File: src/rtl/avalon_pkg.sv
// Shared definitions for the Avalon-MM slave front end: address map,
// response codes, FSM states and decoded region identifiers.
package avalon_pkg;

  localparam int NUM_PIXELS  = 784;
  localparam int NUM_OUTPUTS = 10;

  // Word address map (11-bit word addresses).
  localparam logic [10:0] CTRL_ADDR    = 11'h000;
  localparam logic [10:0] SCRATCH_ADDR = 11'h001;
  localparam logic [10:0] RESULT_BASE  = 11'h010;
  localparam logic [10:0] RESULT_LAST  = RESULT_BASE + 11'(NUM_OUTPUTS - 1);
  localparam logic [10:0] WEIGHT_BASE  = 11'h080;
  localparam logic [10:0] WEIGHT_LAST  = WEIGHT_BASE + 11'(NUM_PIXELS - 1);
  localparam logic [10:0] PIXEL_BASE   = 11'h400;
  localparam logic [10:0] PIXEL_LAST   = PIXEL_BASE + 11'(NUM_PIXELS - 1);

  localparam logic [1:0] RESP_OKAY   = 2'b00;
  localparam logic [1:0] RESP_SLVERR = 2'b10;

  typedef enum logic [1:0] {
    S_IDLE  = 2'd0,
    S_WAIT  = 2'd1,
    S_RESP  = 2'd2,
    S_BURST = 2'd3
  } state_t;

  typedef enum logic [2:0] {
    REG_NONE    = 3'd0,
    REG_CTRL    = 3'd1,
    REG_SCRATCH = 3'd2,
    REG_RESULT  = 3'd3,
    REG_WEIGHT  = 3'd4,
    REG_PIXEL   = 3'd5
  } region_t;

endpackage

File: src/rtl/avalon_addr_decode.sv
// Address decoder: maps a word address to its region, the index within that
// region, and whether the access direction is permitted there.
module avalon_addr_decode
  import avalon_pkg::*;
(
  input  logic [10:0] address,
  input  logic        is_write,
  output region_t     region,
  output logic [9:0]  offset,
  output logic        legal
);

  // Region select and region-relative index.
  // NOTE: every output of a combinational block gets a default first so no
  // path leaves it unassigned, which would otherwise infer a latch.
  always_comb begin
    region = REG_NONE;
    offset = '0;
    if (address == CTRL_ADDR) begin
      region = REG_CTRL;
    end else if (address == SCRATCH_ADDR) begin
      region = REG_SCRATCH;
    end else if (address >= RESULT_BASE && address <= RESULT_LAST) begin
      region = REG_RESULT;
      offset = 10'(address - RESULT_BASE);
    end else if (address >= WEIGHT_BASE && address <= WEIGHT_LAST) begin
      region = REG_WEIGHT;
      offset = 10'(address - WEIGHT_BASE);
    end else if (address >= PIXEL_BASE && address <= PIXEL_LAST) begin
      region = REG_PIXEL;
      offset = 10'(address - PIXEL_BASE);
    end
  end

  // Direction rules: results are read-only, weight/pixel memories write-only.
  always_comb begin
    legal = 1'b0;
    case (region)
      REG_CTRL, REG_SCRATCH: legal = 1'b1;
      REG_RESULT:            legal = !is_write;
      REG_WEIGHT, REG_PIXEL: legal = is_write;
      default:               legal = 1'b0;
    endcase
  end

endmodule

File: src/rtl/avalon_interface.sv
// Avalon-MM slave front end of the classifier accelerator. Decodes host
// reads/writes into weight/pixel write strobes, CTRL/SCRATCH registers and
// result readback. Single transfers take IDLE -> WAIT -> RESP.
// Build option: define AVALON_BURST_EN to add write-burst support (BURST state).
module avalon_interface
  import avalon_pkg::*;
(
  input  logic        clk,
  input  logic        n_rst,
  input  logic        write,
  input  logic        read,
  input  logic        beginbursttransfer,
  input  logic [9:0]  burstcount,
  input  logic [10:0] address,
  input  logic [31:0] writedata,
  output logic [31:0] readdata,
  input  logic [31:0] result_output,
  input  logic        done_calc,
  output logic [9:0]  weight_address,
  output logic [9:0]  pixel_address,
  output logic        w_enable_weights,
  output logic        w_enable_pixels,
  output logic        readdatavalid,
  output logic        writeresponsevalid,
  output logic [15:0] store_data,
  output logic [3:0]  output_address,
  output logic        waitrequest,
  output logic [1:0]  response
);

  state_t      state_q, state_d;
  logic        op_rd_q, op_rd_d;
  logic        op_wr_q, op_wr_d;
  logic        done_q, done_d;
  logic [31:0] scratch_q, scratch_d;
  logic [31:0] readdata_q, readdata_d;
  logic        rdv_q, rdv_d;
  logic        wrv_q, wrv_d;
  logic [1:0]  response_q, response_d;
  logic        wen_w_q, wen_w_d;
  logic        wen_p_q, wen_p_d;
  logic [9:0]  weight_address_q, weight_address_d;
  logic [9:0]  pixel_address_q, pixel_address_d;
  logic [15:0] store_data_q, store_data_d;
  logic [3:0]  output_address_q, output_address_d;

  logic        ctrl_clr;
  logic        mem_wr;
  logic        single_req;

  logic [10:0] dec_addr;
  logic        dec_is_write;
  region_t     dec_region;
  logic [9:0]  dec_offset;
  logic        dec_legal;

`ifdef AVALON_BURST_EN
  logic [10:0] burst_addr_q, burst_addr_d;
  logic        burst_ovf_q, burst_ovf_d;
  logic        burst_err_q, burst_err_d;
  logic        burst_bad_len_q, burst_bad_len_d;
  logic [9:0]  beats_left_q, beats_left_d;
  logic        burst_start;
  logic        burst_beat;
  logic        beat_bad_len;
  logic        beat_ovf;
  logic        beat_ok;
  logic [9:0]  beats_after;
  logic [11:0] next_addr;

  // Later burst beats decode the internally tracked beat address.
  assign dec_addr   = (state_q == S_BURST) ? burst_addr_q : address;
  assign single_req = (read || write) && !burst_start;
`else
  logic unused_burst_inputs;

  // Burst qualifiers have no effect in the single-beat build.
  assign unused_burst_inputs = ^{beginbursttransfer, burstcount};
  assign dec_addr            = address;
  assign single_req          = read || write;
`endif

  // In WAIT the direction comes from the request latched in IDLE.
  assign dec_is_write = (state_q == S_WAIT) ? op_wr_q : write;

  avalon_addr_decode u_decode (
    .address  (dec_addr),
    .is_write (dec_is_write),
    .region   (dec_region),
    .offset   (dec_offset),
    .legal    (dec_legal)
  );

`ifdef AVALON_BURST_EN
  // Qualify the current burst beat: first beat in IDLE, later beats in BURST.
  always_comb begin
    burst_start  = (state_q == S_IDLE) && write && !read && beginbursttransfer;
    burst_beat   = burst_start || ((state_q == S_BURST) && write);
    beat_bad_len = burst_start ? ((burstcount == '0) || (burstcount > 10'(NUM_PIXELS)))
                               : burst_bad_len_q;
    beat_ovf     = burst_start ? 1'b0 : burst_ovf_q;
    beat_ok      = dec_legal && !beat_bad_len && !beat_ovf &&
                   ((dec_region == REG_WEIGHT) || (dec_region == REG_PIXEL));
    next_addr    = {1'b0, dec_addr} + 12'd1;
    if (burst_start) begin
      // A zero burstcount is handled as a single (erroring) beat.
      beats_after = (burstcount == '0) ? '0 : burstcount - 10'd1;
    end else begin
      beats_after = beats_left_q - 10'd1;
    end
  end
`endif

  // Next-state, side effects and registered-output values.
  always_comb begin
    state_d          = state_q;
    op_rd_d          = op_rd_q;
    op_wr_d          = op_wr_q;
    scratch_d        = scratch_q;
    readdata_d       = readdata_q;
    rdv_d            = 1'b0;
    wrv_d            = 1'b0;
    response_d       = response_q;
    wen_w_d          = 1'b0;
    wen_p_d          = 1'b0;
    weight_address_d = weight_address_q;
    pixel_address_d  = pixel_address_q;
    store_data_d     = store_data_q;
    output_address_d = output_address_q;
    waitrequest      = 1'b0;
    ctrl_clr         = 1'b0;
    mem_wr           = 1'b0;
`ifdef AVALON_BURST_EN
    burst_addr_d     = burst_addr_q;
    burst_ovf_d      = burst_ovf_q;
    burst_err_d      = burst_err_q;
    burst_bad_len_d  = burst_bad_len_q;
    beats_left_d     = beats_left_q;
`endif

    case (state_q)
      S_IDLE: begin
        if (single_req) begin
          waitrequest = 1'b1;
          op_rd_d     = read;
          op_wr_d     = write;
          // Present the result index now so the bank answers during WAIT.
          if (read && !write && (dec_region == REG_RESULT)) begin
            output_address_d = dec_offset[3:0];
          end
          state_d = S_WAIT;
        end
      end

      S_WAIT: begin
        state_d = S_RESP;
        if (op_wr_q) begin
          wrv_d = 1'b1;
          if (op_rd_q || !dec_legal) begin
            response_d = RESP_SLVERR;
          end else begin
            response_d = RESP_OKAY;
            case (dec_region)
              REG_CTRL:              ctrl_clr  = writedata[0];
              REG_SCRATCH:           scratch_d = writedata;
              REG_WEIGHT, REG_PIXEL: mem_wr    = 1'b1;
              default:               ;
            endcase
          end
        end else begin
          rdv_d = 1'b1;
          if (!dec_legal) begin
            response_d = RESP_SLVERR;
            readdata_d = '0;
          end else begin
            response_d = RESP_OKAY;
            case (dec_region)
              REG_CTRL:    readdata_d = {31'b0, done_q};
              REG_SCRATCH: readdata_d = scratch_q;
              REG_RESULT:  readdata_d = result_output;
              default:     readdata_d = '0;
            endcase
          end
        end
      end

      S_RESP: begin
        // Hold off a back-to-back request until IDLE can register it.
        waitrequest = read || write;
        state_d     = S_IDLE;
      end

      default: begin
        // S_BURST: stay until the final beat is seen below.
        state_d = state_q;
      end
    endcase

`ifdef AVALON_BURST_EN
    if (burst_beat) begin
      mem_wr          = beat_ok;
      burst_addr_d    = next_addr[10:0];
      burst_ovf_d     = beat_ovf | next_addr[11];
      burst_bad_len_d = beat_bad_len;
      burst_err_d     = (burst_start ? 1'b0 : burst_err_q) | !beat_ok;
      beats_left_d    = beats_after;
      if (beats_after == '0) begin
        state_d    = S_RESP;
        wrv_d      = 1'b1;
        response_d = burst_err_d ? RESP_SLVERR : RESP_OKAY;
      end else begin
        state_d = S_BURST;
      end
    end
`endif

    if (mem_wr) begin
      store_data_d = writedata[15:0];
      if (dec_region == REG_WEIGHT) begin
        wen_w_d          = 1'b1;
        weight_address_d = dec_offset;
      end else begin
        wen_p_d         = 1'b1;
        pixel_address_d = dec_offset;
      end
    end

    // Sticky done flag: a completion pulse wins over a same-cycle clear.
    done_d = done_calc | (done_q & ~ctrl_clr);
  end

  // State and registered outputs; synchronous reset aborts any transfer.
  // NOTE: clocked state uses non-blocking assignments so every flop samples
  // pre-edge values regardless of statement order.
  always_ff @(posedge clk) begin
    if (!n_rst) begin
      state_q          <= S_IDLE;
      op_rd_q          <= 1'b0;
      op_wr_q          <= 1'b0;
      done_q           <= 1'b0;
      scratch_q        <= '0;
      readdata_q       <= '0;
      rdv_q            <= 1'b0;
      wrv_q            <= 1'b0;
      response_q       <= RESP_OKAY;
      wen_w_q          <= 1'b0;
      wen_p_q          <= 1'b0;
      weight_address_q <= '0;
      pixel_address_q  <= '0;
      store_data_q     <= '0;
      output_address_q <= '0;
`ifdef AVALON_BURST_EN
      burst_addr_q     <= '0;
      burst_ovf_q      <= 1'b0;
      burst_err_q      <= 1'b0;
      burst_bad_len_q  <= 1'b0;
      beats_left_q     <= '0;
`endif
    end else begin
      state_q          <= state_d;
      op_rd_q          <= op_rd_d;
      op_wr_q          <= op_wr_d;
      done_q           <= done_d;
      scratch_q        <= scratch_d;
      readdata_q       <= readdata_d;
      rdv_q            <= rdv_d;
      wrv_q            <= wrv_d;
      response_q       <= response_d;
      wen_w_q          <= wen_w_d;
      wen_p_q          <= wen_p_d;
      weight_address_q <= weight_address_d;
      pixel_address_q  <= pixel_address_d;
      store_data_q     <= store_data_d;
      output_address_q <= output_address_d;
`ifdef AVALON_BURST_EN
      burst_addr_q     <= burst_addr_d;
      burst_ovf_q      <= burst_ovf_d;
      burst_err_q      <= burst_err_d;
      burst_bad_len_q  <= burst_bad_len_d;
      beats_left_q     <= beats_left_d;
`endif
    end
  end

  assign readdata           = readdata_q;
  assign readdatavalid      = rdv_q;
  assign writeresponsevalid = wrv_q;
  assign response           = response_q;
  assign w_enable_weights   = wen_w_q;
  assign w_enable_pixels    = wen_p_q;
  assign weight_address     = weight_address_q;
  assign pixel_address      = pixel_address_q;
  assign store_data         = store_data_q;
  assign output_address     = output_address_q;

endmodule

File: config.mk
export PLATFORM = sky130hd
export DESIGN_NAME = avalon_interface
export DESIGN_NICKNAME = d
export VERILOG_FILES = /design/src/rtl/avalon_pkg.sv /design/src/rtl/avalon_addr_decode.sv /design/src/rtl/avalon_interface.sv
export SDC_FILE = /design/constraint.sdc
export NUM_CORES = 1
export LEC_CHECK = 0
export ABC_AREA = 1
export BUFFER_PORTS_ARGS = -buffer_cell sky130_fd_sc_hd__buf_2
export CAP_MARGIN = 5
export CORE_ASPECT_RATIO = 1.4
export CORE_MARGIN = 4
export CORE_UTILIZATION = 55
export DETAILED_ROUTE_END_ITERATION = 7
export PLACE_DENSITY = 0.95
export SLEW_MARGIN = 20
export SYNTH_ARGS = -nofsm -noshare
export SYNTH_HDL_FRONTEND = slang
export SYNTH_SLANG_ARGS = --single-unit
File: constraint.sdc
create_clock -name clk -period 4.6 [get_ports clk]
set_clock_uncertainty 0.05 [all_clocks]
set_input_delay 0.69 -clock clk [delete_from_list [all_inputs] [get_ports clk]]
set_output_delay 0.69 -clock clk [all_outputs]
set_load 0.03 [all_outputs]
==> results.sh <==
export IMPL_ys_ff_latch=114
export IMPL_power_density_mw_per_mm2=421
export IMPL_worstMarginPinSlew_ns=0.931
export IMPL_setup_viol=0
export IMPL_drtAntennaViolNets=0
export IMPL_cts_resized=0
export IMPL_synth_area_leader_cell="dfxtp_1"
export IMPL_cp_required_ns=4.89
export IMPL_ir_worst_vdd_mv=0.287
export IMPL_mostFrequentLayoutCell="nand2_1"
export IMPL_cpPeakStageDelay_ns=0.47
export IMPL_first_iter_violations=347
export IMPL_hold_worst_slack_ns=0.410
export IMPL_initial_core_util_pct=57.1
export IMPL_cts_tree="yes"
export IMPL_holdPathStages=2
export IMPL_synth_avg_cell_area_um2=6.68
export IMPL_worstPathMaxFanout=40
export IMPL_regArea_mm2=0.00228
export IMPL_die_h_um=126
export IMPL_cts_hold_buffers=0
export IMPL_finalMaxSlewViolations=0
export IMPL_path_buf_inv=4
export IMPL_mostFrequentLayoutCells="nand2_1 (254), buf_2 (157), nor2_1 (121)"
export IMPL_grt_pass1_wl_mm=24.5
export IMPL_synth_seq_area_share_pct=41.8
export IMPL_drt_total_wl_mm=15.0
export IMPL_htree_levels=4
export IMPL_die_area_mm2=0.0116
export IMPL_slowest_stage="inv_2"
export IMPL_synth_top_area_share_pct=41.8
export IMPL_core_mm2=0.00956
export IMPL_clk_pin_slew_worst_paths_ns=0.05
export IMPL_nets=1059
export IMPL_ys_types=30
export IMPL_first_global_vias=5399
export IMPL_cts_buffer_depth=2
export IMPL_reg2reg_slack_ns=1.27
export IMPL_post_cts_buffers=0
export IMPL_netlist_area_mm2=0.00547
export IMPL_r2r_worst_path_cells=14
export IMPL_vias=5583
export IMPL_cp_end_kind="register"
export IMPL_routedWlPerCell_um=13.6
export IMPL_io_buffers=157
export IMPL_crit_end="scratch_q[13]$_SDFFE_PN0P_"
export IMPL_cpLargestDelayFamily="simple AND/OR/NAND/NOR gates"
export IMPL_netlist_top_cells_area="dfxtp_1 (42%), nand2_1 (17%), nor2_1 (8.4%)"
export IMPL_synthCells=818
export IMPL_rr_endpoint="scratch_q[13]$_SDFFE_PN0P_"
export IMPL_antenna_found_initial=0
export IMPL_drc_errors=0
export IMPL_rows=42
export IMPL_fin_setup_tns_ns=0
export IMPL_cts_sink_count=114
export IMPL_fin_crit_sh_pct=72.4
export IMPL_rsz0062_at_grt="no"
export IMPL_cts_root_buf="clkbuf_16"
export IMPL_avgViaCountPerCell=5.07
export IMPL_cts_buffers=17
export IMPL_antenna_cells=0
export IMPL_slew_limit_headroom_pct=37.9
export IMPL_syn_to_final_growth_pct=26.0
export IMPL_nFillCells=808
export IMPL_grt_start_max_net_pins=64
export IMPL_outcome="complete, no violations"
export IMPL_synth_nets=920
export IMPL_firstDrtPassIters=5
export IMPL_timing_rr_start="state_q[1]$_SDFFE_PN0P_"
export IMPL_crit_cells=14
export IMPL_start_kind="register"
export IMPL_path_class="register to register"
export IMPL_die_x_um=92.2
export IMPL_finalCriticalPeriod_ns=3.33
export IMPL_crit_chain="inv_1 > ha_1 > inv_2 > nor2_1 > inv_2 > o21ai_0 > nand2_2 > nand2_2 > nand2_4 > nand4_4 > buf_12 > nand2_1 > nand2_1 > nor2_1"
export IMPL_io_pins=170
export IMPL_arrival_ns=3.62
export IMPL_clk_latency_ns=0.41
export IMPL_grt_usage_pct=26.1
export IMPL_cap_violations=0
export IMPL_dp_hpwl_mm=9.93
export IMPL_utilization_pct=72.0
export IMPL_multi_input_comb_area_mm2=0.00260
export IMPL_p_leak_nw=3.45
export IMPL_gp_congestion=0.892
export IMPL_cp_startpoint="state_q[1]$_SDFFE_PN0P_"
export IMPL_hold_violations=0
export IMPL_fmax_mhz=300
export IMPL_grt_ovfl_total=0
export IMPL_hold_path_class="register to register"
export IMPL_drive_gt1_share_pct=22.4
export IMPL_yosysWarnings=0
==> layer usage <==
layer | GRT usage (%) | wire, um | vias up
li1 | - | - | 2817
met1 | 28.9 | 5970 | 2513
met2 | 46.0 | 7560 | 208
met3 | 7.10 | 998 | 45
met5 | 0 | 0 | -
met4 | 11.8 | 482 | 0
==> kinds of logic after synthesis <==
kind of cell	share of synthesized area, %
and+or+nand+nor	32.6
xor gates and xnor gates	0.481
buffers and inverters	10.8
other	0.0686
AOI/OAI and AO/OA	11.7
adders and majority gates	2.52
DFF	41.8
==> stage by stage <==
stage	cells	total power [W]	instance area [um^2]	setup slack [ns]
global route	1102	0.00301	6880	0.970
finish	1102	0.00290	6880	1.27
floorplan	818	0.00140	5470	2.04
CTS	1102	0.00291	6880	1.23
global placement	1070	0.00152	6260	1.12
detailed placement	1070	0.00153	6260	1.08
==> area by class of cell <==
class | count | share of cell area (%)
Clock buffer | 19 | 6.43
Inverter | 98 | 5.36
Multi-Input combinational cell | 563 | 37.7
Timing Repair Buffer | 163 | 12.3
Tap cell | 132 | 2.40
Sequential cell | 114 | 33.2
Clock inverter | 13 | 2.67
==> sequential cells by signal (all words and copies together), names as in the netlist <==
| signal | cells |
|---|---|
| store_data | 16 |
| w_enable_weights | 1 |
| done_q | 1 |
| weight_address | 10 |
| op_wr_q | 1 |
| readdatavalid | 1 |
| w_enable_pixels | 1 |
| readdata | 32 |
| scratch_q | 32 |
| writeresponsevalid | 1 |
| op_rd_q | 1 |
| pixel_address | 10 |
| state_q | 2 |
| output_address | 4 |
| response | 1 |
==> cells in the mapped netlist <==
master / count
buf_4: 3
clkbuf_1: 19
nor2_1: 122
nand4_4: 3
a31oi_1: 2
buf_6: 3
o221ai_1: 1
o211ai_1: 3
inv_1: 92
buf_1: 3
ha_1: 11
nor2_2: 2
nor2_4: 4
o21ai_0: 43
o21bai_1: 7
nand4_1: 17
buf_8: 1
nand3_2: 2
conb_1: 1
xor2_1: 3
buf_2: 14
inv_2: 6
a21oi_1: 64
nand2_4: 1
a211oi_1: 1
nor3_1: 3
dfxtp_1: 114
nand2_2: 3
nand2_1: 254
nand3_1: 16
==> tightest hold or removal path, stage by stage (launching register included) <==
cell	delay (ns)
dfxtp_1	0.30
nand2_1	0.06
a21oi_1	0.05
==> worst min-delay path by stage <==
| stage | from | end | slack, ns |
|---|---|---|---|
| after floorplan | done_q$_SDFF_PN0_ | done_q$_SDFF_PN0_ | 0.39 |
| after global placement | store_data[0]$_SDFFE_PN0N_ | store_data[0]$_SDFFE_PN0N_ | 0.40 |
| after detailed placement | readdata[30]$_SDFFE_PN0P_ | readdata[30]$_SDFFE_PN0P_ | 0.40 |
| after CTS | done_q$_SDFF_PN0_ | done_q$_SDFF_PN0_ | 0.41 |
| after global routing | readdata[30]$_SDFFE_PN0P_ | readdata[30]$_SDFFE_PN0P_ | 0.42 |
| final | readdata[29]$_SDFFE_PN0P_ | readdata[29]$_SDFFE_PN0P_ | 0.41 |
==> where the power goes <==
group / total (W) / leakage, nW / switching [W] / internal, W
logic: 0.000472 / 2.23 / 0.000352 / 0.000119
registers: 0.00104 / 0.920 / 0.0000217 / 0.00102
clock network: 0.00139 / 0.299 / 0.000468 / 0.000919
total: 0.00290 / 3.45 / 0.000842 / 0.00206
(Power assumes the default switching activity.)
